## src/rtl/parking_pkg.sv

```systemverilog
// Shared constants and types for the parking lot gate controller.
// Timer width is derived from the gate-open duration.
package parking_pkg;

  localparam int N_SPOTS         = 8;
  localparam int SPOT_W          = 3;
  localparam int CNT_W           = 4;
  localparam int GATE_CYCLES_DEF = 4;

  typedef enum logic {
    IDLE = 1'b0,
    GATE = 1'b1
  } state_e;

  // The timer counts GATE_CYCLES-1 down to 0, so it needs at least one bit.
  function automatic int tmr_width(input int cycles);
    return (cycles > 2) ? $clog2(cycles) : 1;
  endfunction

  localparam int TMR_W_DEF = tmr_width(GATE_CYCLES_DEF);

endpackage

```

## src/rtl/parking_gate_ctrl_lowest_free_enc.sv

```systemverilog
// Priority encoder that picks the lowest-index free spot.
// It also flags the case where no spot is free.
module lowest_free_enc
  import parking_pkg::*;
(
  input  logic [N_SPOTS-1:0] occ,
  output logic [SPOT_W-1:0]  idx,
  output logic               none_free
);

  always_comb begin
    idx = '0;
    for (int i = N_SPOTS - 1; i >= 0; i--) begin
      if (!occ[i]) idx = SPOT_W'(i);
    end
    none_free = &occ;
  end

endmodule

```

## src/rtl/parking_gate_ctrl.sv

```systemverilog
// Parking lot controller: owns the occupancy map, allocates and releases spots,
// and holds the barrier open for GATE_CYCLES cycles after each accepted event.
module parking_gate_ctrl
  import parking_pkg::*;
#(
  parameter int GATE_CYCLES = GATE_CYCLES_DEF
) (
  input  logic               clk,
  input  logic               rst_n,
  input  logic               entry_req,
  input  logic               exit_req,
  input  logic [SPOT_W-1:0]  exit_spot,
  output logic               entry_ack,
  output logic               entry_deny,
  output logic [SPOT_W-1:0]  assigned_spot,
  output logic               exit_ack,
  output logic               exit_err,
  output logic               gate_open,
  output logic [N_SPOTS-1:0] occ,
  output logic [CNT_W-1:0]   free_cnt,
  output logic               full
);

  localparam int               TMR_W    = tmr_width(GATE_CYCLES);
  localparam logic [TMR_W-1:0] TMR_LOAD = TMR_W'(GATE_CYCLES - 1);

  state_e             state_q, state_d;
  logic [TMR_W-1:0]   tmr_q, tmr_d;
  logic [N_SPOTS-1:0] occ_q, occ_d;
  logic [CNT_W-1:0]   free_q, free_d;
  logic               full_q, full_d;
  logic [SPOT_W-1:0]  spot_q, spot_d;
  logic               eack_q, eack_d;
  logic               deny_q, deny_d;
  logic               xack_q, xack_d;
  logic               xerr_q, xerr_d;
  logic [SPOT_W-1:0]  free_idx;
  logic               none_free;

  lowest_free_enc u_enc (
    .occ       (occ_q),
    .idx       (free_idx),
    .none_free (none_free)
  );

  always_ff @(posedge clk or negedge rst_n) begin
    if (!rst_n) begin
      state_q <= IDLE;
      tmr_q   <= '0;
      occ_q   <= '0;
      free_q  <= CNT_W'(N_SPOTS);
      full_q  <= 1'b0;
      spot_q  <= '0;
      eack_q  <= 1'b0;
      deny_q  <= 1'b0;
      xack_q  <= 1'b0;
      xerr_q  <= 1'b0;
    end else begin
      state_q <= state_d;
      tmr_q   <= tmr_d;
      occ_q   <= occ_d;
      free_q  <= free_d;
      full_q  <= full_d;
      spot_q  <= spot_d;
      eack_q  <= eack_d;
      deny_q  <= deny_d;
      xack_q  <= xack_d;
      xerr_q  <= xerr_d;
    end
  end

  always_comb begin
    state_d = state_q;
    tmr_d   = tmr_q;
    occ_d   = occ_q;
    free_d  = free_q;
    full_d  = full_q;
    spot_d  = spot_q;
    eack_d  = 1'b0;
    deny_d  = 1'b0;
    xack_d  = 1'b0;
    xerr_d  = 1'b0;
    case (state_q)
      IDLE: begin
        // Exit wins over entry so a freed spot can serve the pending entry.
        if (exit_req) begin
          if (occ_q[exit_spot]) begin
            occ_d[exit_spot] = 1'b0;
            free_d           = free_q + 1'b1;
            full_d           = 1'b0;
            xack_d           = 1'b1;
            tmr_d            = TMR_LOAD;
            state_d          = GATE;
          end else begin
            xerr_d = 1'b1;
          end
        end else if (entry_req) begin
          if (!full_q) begin
            occ_d[free_idx] = 1'b1;
            free_d          = free_q - 1'b1;
            full_d          = (free_q == CNT_W'(1));
            spot_d          = free_idx;
            eack_d          = 1'b1;
            tmr_d           = TMR_LOAD;
            state_d         = GATE;
          end else begin
            deny_d = 1'b1;
          end
        end
      end
      GATE: begin
        if (tmr_q == '0) state_d = IDLE;
        else             tmr_d   = tmr_q - 1'b1;
      end
      default: state_d = IDLE;
    endcase
  end

  always_comb begin
    gate_open     = (state_q == GATE);
    entry_ack     = eack_q;
    entry_deny    = deny_q;
    exit_ack      = xack_q;
    exit_err      = xerr_q;
    assigned_spot = spot_q;
    occ           = occ_q;
    free_cnt      = free_q;
    full          = full_q;
  end

  // The encoder's view of the map must agree with the registered full flag.
  a_full_consistent: assert property (@(posedge clk) disable iff (!rst_n) none_free == full_q);

endmodule
```

## config.mk

```make
export PLATFORM = sky130hd
export DESIGN_NAME = parking_gate_ctrl
export DESIGN_NICKNAME = d
export VERILOG_FILES = /design/src/rtl/parking_pkg.sv /design/src/rtl/parking_gate_ctrl_lowest_free_enc.sv /design/src/rtl/parking_gate_ctrl.sv
export SDC_FILE = /design/constraint.sdc
export NUM_CORES = 1
export LEC_CHECK = 0
export CAP_MARGIN = 20
export CORE_MARGIN = 4
export CORE_UTILIZATION = 45
export CTS_BUF_LIST = sky130_fd_sc_hd__clkbuf_4 sky130_fd_sc_hd__clkbuf_8
export DETAILED_ROUTE_END_ITERATION = 10
export PLACE_DENSITY = 0.85
export SLEW_MARGIN = 20
export SYNTH_ARGS = -nofsm -noshare
export SYNTH_HDL_FRONTEND = slang
export SYNTH_SLANG_ARGS = --single-unit
```

## constraint.sdc

```tcl
create_clock -name clk -period 1.5 [get_ports clk]
set_input_delay 0.3 -clock clk [delete_from_list [all_inputs] [get_ports clk]]
set_output_delay 0.3 -clock clk [all_outputs]
set_load 0.02 [all_outputs]
```

# --- Yosys cells after proc, flatten, opt, wreduce, memory -nomap -nowiden ---
# Index checks and enable logic that the tools add are counted.
# Widths: inputs -> output; s select.
totals:
  regBits: 23
  inputBits: 7
  output_inout_bits: 21
  wordCells: 87
op_classes:
  addsub: 3
  magnitude_cmp: 4
  eq_ne: 7
  mux: 49
  n_bitwise: 6
  reduce_logical: 8
ops:
  columns: ["op", "count"]
  rows:
  - ["$mux 8", 4]
  - ["$mux 3", 8]
  - ["$mux 1", 23]
  - ["$mux 4", 4]
  - ["$reduce_and 4->1", 3]
  - ["$mux 2", 5]
  - ["$ne 3x3->1 const B", 3]
  - ["$and 8x8->8", 1]
  - ["$lt 3x4->1 const B", 2]
  - ["$not 8->8", 1]
  - ["$or 8x8->8", 1]
  - ["$demux 1 s3", 2]
  - ["$ge 3x1->1 const B", 2]
  - ["$add 4x1->4 const B", 1]
  - ["$eq 4x1->1 const B", 1]
  - ["$ne 2x2->1 const B", 2]
  - ["$pmux 2 s2", 1]
  - ["$sub 4x1->4 const B", 1]
  - ["$bmux 1 s3", 1]
  - ["$not 1->1", 3]
  - ["$reduce_and 3->1", 1]
  - ["$logic_and 1x1->1", 2]
  - ["$logic_not 2->1", 1]
  - ["$ne 2x1->1 const B", 1]
  - ["other kinds (3)", 3]

# --- Longest topological paths before layout ---
depth:
  depth_word: 16
  ltp_mapped: 7
  ltp_nobuf: 6

# --- Hierarchy ---
# From an unflattened synthesis, not the netlist that was laid out.
hier_totals:
  hier_cells: 129
  area_unflattened_um2: 1301.2
by_module_without_submodules:
  columns: ["module", "n_inst", "cells_each", "area_each_um2", "seq_area_each_um2"]
  rows:
  - ["parking_gate_ctrl", 1, 116, 1226.2, 576.8]
  - ["lowest_free_enc", 1, 13, 75.1, 0.0]

# --- Least setup slack after synthesis ---
# OpenSTA, ideal clock, no wires.
synth_path:
  path_kind: "reg-to-reg"
  start: "reg free_q[2] (netlist: free_cnt[2])"
  end: "reg free_q[3] (netlist: free_cnt[3])"
  setup_time_ps: 102
  arrival_time_ps: 1741
  t_required_ps: 1398
  setup_slack_ps: -343
  path_stages_with_launch: 6
  n_path_buf: 1
  synth_period_minus_slack_ps: 1843
  path_cell_list: "dfrtp_1 > clkbuf_1 > or4_1 > and3_1 > a2111oi_0 > o211ai_1"
synth_between:
  elab_chain_cells: 4
  word_cells_on_any_way: 6
  classes_between: "add/sub (2); mux (4)"
synth_lines:
  columns: ["item", "line", "source"]
  rows:
  - ["from (decl)", "parking_gate_ctrl.sv:30", "logic [CNT_W-1:0] free_q, free_d;"]
  - ["from (signal assigned)", "parking_gate_ctrl.sv:51", "free_q <= CNT_W'(N_SPOTS);"]
  - ["from (signal assigned)", "parking_gate_ctrl.sv:62", "free_q <= free_d;"]
  - ["$sub 4x1->4", "parking_gate_ctrl.sv:100", "free_d = free_q - 1'b1;"]
  - ["$mux 4", "parking_gate_ctrl.sv:98", "if (!full_q) begin"]
  - ["$mux 4", "parking_gate_ctrl.sv:97", "end else if (entry_req) begin"]
  - ["$mux 4 *", "parking_gate_ctrl.sv:86", "if (exit_req) begin"]
# Mark *: on every way between the ends. The rest lies on a longest branch, timed or not. The select of a mux whose other input is x is not followed.
# A chain may end at the register's enable or synchronous reset.

# --- Final worst setup path ---
layout_path:
  start: "in exit_spot[0]"
  end: "reg occ_q[5] (netlist: occ[5])"
layout_between:
  elab_chain_cells: 8
  word_cells_on_any_way: 13
  classes_between: "order compare (2); eq/ne (1); mux (6); bitwise (2); reduce/logical (2)"
layout_lines:
  columns: ["item", "line", "source"]
  rows:
  - ["from (decl)", "parking_gate_ctrl.sv:12", "input logic [SPOT_W-1:0] exit_spot,"]
  - ["$lt 3x4->1 (implied by the code) / $ge 3x1->1 (equally long branches)", "parking_gate_ctrl.sv:88", "occ_d[exit_spot] = 1'b0;"]
  - ["$logic_and 1x1->1 (implied by the code)", "parking_gate_ctrl.sv:88", null]
  - ["$mux 1 (implied by the code)", "parking_gate_ctrl.sv:88", null]
  - ["$demux 1 s3", "parking_gate_ctrl.sv:88", null]
  - ["$not 8->8 (no line)", null, null]
  - ["$and 8x8->8 (no line)", null, null]
  - ["$mux 8", "parking_gate_ctrl.sv:87", "if (occ_q[exit_spot]) begin"]
  - ["$mux 8", "parking_gate_ctrl.sv:86", null]
  - ["to (signal assigned)", "parking_gate_ctrl.sv:50", "occ_q <= '0;"]
  - ["to (signal assigned)", "parking_gate_ctrl.sv:61", "occ_q <= occ_d;"]
  - ["to (decl)", "parking_gate_ctrl.sv:29", "logic [N_SPOTS-1:0] occ_q, occ_d;"]
# Parallel ways exist; a longest one is shown, timed or not. The select of a mux whose other input is x is not followed.

==> flow_summary.json <==
{
  "io_buffers": 27,
  "cts_tree": "yes",
  "max_clock_freq_ghz": 0.553,
  "reg2reg_from": "occ[7]",
  "cts-root-buf": "clkbuf_4",
  "vias_per_cell": 5.86,
  "synth_mux_area_frac": 0.0572,
  "die_w_um": 61.1,
  "setup_viol": 18,
  "worst_slew_pin_slew_ps": 447,
  "comb_power_share": 0.634,
  "rsz0062_at_grt": "true",
  "cts_sinks": 23,
  "syn_nets": 146,
  "numCtsBuffers": 3,
  "place_ws_ps": -806,
  "cellLeakagePower_nw": 0.937,
  "nFillCells": 167,
  "pin_count": 28,
  "start_util": 0.490,
  "powerDensity_mw_per_mm2": 1770,
  "ant_nets": 0,
  "final_cell_mix": "buf_4 (31), nand2_1 (14), dfrtp_1 (12)",
  "synth_simple_gate_area_frac": 0.209,
  "grt_max_degree": 24,
  "synth_top_family_by_area": "simple AND/OR/NAND/NOR gates",
  "finalCriticalPeriod_ps": 1810,
  "grtUsageTotal": 0.223,
  "dr.pass1.iters": 4,
  "maxCapViolCount": 0,
  "routed_wl_um": 4020,
  "relSlewSlack": 0.699,
  "skew_ps": 1.79,
  "synth_xor_area_frac": 0.00690,
  "overflow": 0,
  "finish.net_count": 208,
  "crit_type": "input pin to register",
  "grt_pass1_vias": 1261,
  "drive_gt1_frac": 0.444,
  "synth_seq_area_share": 0.455,
  "startpoint_type": "input pin",
  "clkPwrFrac": 0.090,
  "synth_flop_cell": "dfrtp_1",
  "ys_types": 39,
  "syn_area_mm2": 0.00127,
  "gp_congestion": 0.849,
  "fp.dieH_um": 61.1,
  "cp.required_ps": 1690,
  "antenna_found_initial": 0,
  "final.period_utilization": 1.20,
  "drt-wirelength-per-cell_um": 17.8,
  "fin_ws_ps": -307,
  "num_antenna_cells": 0,
  "dr_total_vias": 1325,
  "grt_pass1_wl_um": 6090,
  "instances_no_fill": 226,
  "synthCells": 135,
  "crit_path_end_kind": "register",
  "yosysWarnings": 0,
  "async_reset_ff_frac": 1.00,
  "dp_hpwl_um": 2540,
  "synth-compound-area-share": 0.173,
  "avgSynthCellArea_um2": 9.40,
  "hp-class": "input pin to async pin",
  "layout_commonest_cell": "buf_4",
  "cp-startpoint": "exit_spot[0]",
  "hold_viol_final": 0,
  "drcViolationCount": 0,
  "rows": 18,
  "arrival_ps": 1990,
  "r2r_end": "occ[5]",
  "reg2regPathDepth": 4,
  "pwr-share-seq": 0.275,
  "cts_hold_buf": 0,
  "dr.first_iter.drc_count": 56,
  "p_sw_mw": 1.55,
  "intPower_mw": 1.90,
  "maxSlewViolCount": 0,
  "clk_latency_ps": 320,
  "violations": "setup timing",
  "core-area_mm2": 0.00259,
  "dp.cells": 215,
  "h-tree-depth": 1,
  "r2r_setup_slack_ps": -310,
  "ys_ff_latch": 23,
  "fp.dieArea_mm2": 0.00373,
  "synthAdderAreaFrac": 0.0394,
  "p_total_mw": 3.44,
  "path_max_fanout": 7,
  "clkTransAtPathRegs_ps": 120,
  "p_sw_frac": 0.449,
  "ir_drop_v": 0.00135,
  "synth-edff-count": 0,
  "crit_end": "occ[5]",
  "cts_buffer_depth": 2,
  "status": "finished with violations",
  "area_delta_synth_final_pct": 53.6,
  "timing.hold.ws_ps": 321
}
## how the worst min path moves through the flow
stage | slack (ps) | cells past startpoint | startpoint | endpoint
floorplan | 4 | 0 | rst_n | assigned_spot[0]
global placement | 460 | 2 | assigned_spot[1] | assigned_spot[1]
detailed placement | 490 | 2 | assigned_spot[0] | assigned_spot[0]
CTS | 330 | 2 | rst_n | exit_ack
global route | 340 | 2 | rst_n | entry_deny
finish | 320 | 2 | rst_n | entry_deny
## power groups by stage
stage / sequential [mW] / clock [mW] / combinational [mW]
final: 0.947 / 0.311 / 2.18
after global placement: 0.949 / 0 / 1.86
after detailed placement: 0.955 / 0 / 1.92
after global routing: 0.969 / 0.342 / 2.36
after CTS: 0.941 / 0.317 / 2.00
after floorplan: 1.23 / 0 / 0.854
## per-stage QoR
| step | setup TNS (ps) | utilization | area [µm²] |
|---|---|---|---|
| after floorplan | -2930 | - | 1360 |
| after global routing | -4260 | 0.752 | 1950 |
| after global placement | -12780 | 0.702 | 1820 |
| final | -3530 | 0.752 | 1950 |
| after detailed placement | -14270 | 0.702 | 1820 |
| after CTS | -2170 | 0.744 | 1930 |
## logic make-up after synthesis
| logic type | after synthesis |
|---|---|
| simple gates | 52 |
| flops | 23 |
| fa+ha+maj | 4 |
| mux | 6 |
| compound gates | 32 |
| buf+inv | 17 |
| xor+xnor | 1 |
## repair_timing
item | CTS | global route
pin swaps | 11 | 5
buffers inserted | 5 | 3
setup endpoints to repair | 42 | 35
gates resized for setup | 52 | 32
## synthesized netlist by cell type (all sizes together), types with 4 or more instances
library cell  instances  share of area
nand2                16          0.047
inv                  10          0.030
nand2b                4          0.020
ha                    4          0.039
nor3                  6          0.024
dfrtp                22           0.43
o21ai                 6          0.024
nor2                  8          0.024
mux2i                 5          0.039
buf                   5          0.025
a21oi                 7          0.028
## layout make-up
cell class	instances	area, µm²	area share
clock buffer	4	30.0	0.0154
inverter	10	37.5	0.0193
multi-input combinational	95	748	0.384
tap	30	37.5	0.0193
timing repair buffer	64	505	0.259
sequential	23	589	0.303
## critical path, stage by stage
cell	delay, ps
clkdlybuf4s15_1	300
mux2i_2	230
mux4_2	580
nor3b_2	410
o221ai_1	190
## state kept, by name (all words and copies together) (netlist names)
signal         cells
entry_deny         1
assigned_spot      3
tmr_q              2
exit_ack           1
occ                8
gate_open          1
exit_err           1
entry_ack          1
full               1
free_cnt           4
## per-layer routing
layer  up-vias  wire (µm)  global-route usage
met5         -          0                   0
met4         0        120              0.0836
met3        13        223              0.0294
met2        53       1950               0.366
met1       648       1720               0.300
li1        611          -                   -
Power figures use the tool's default switching activity.
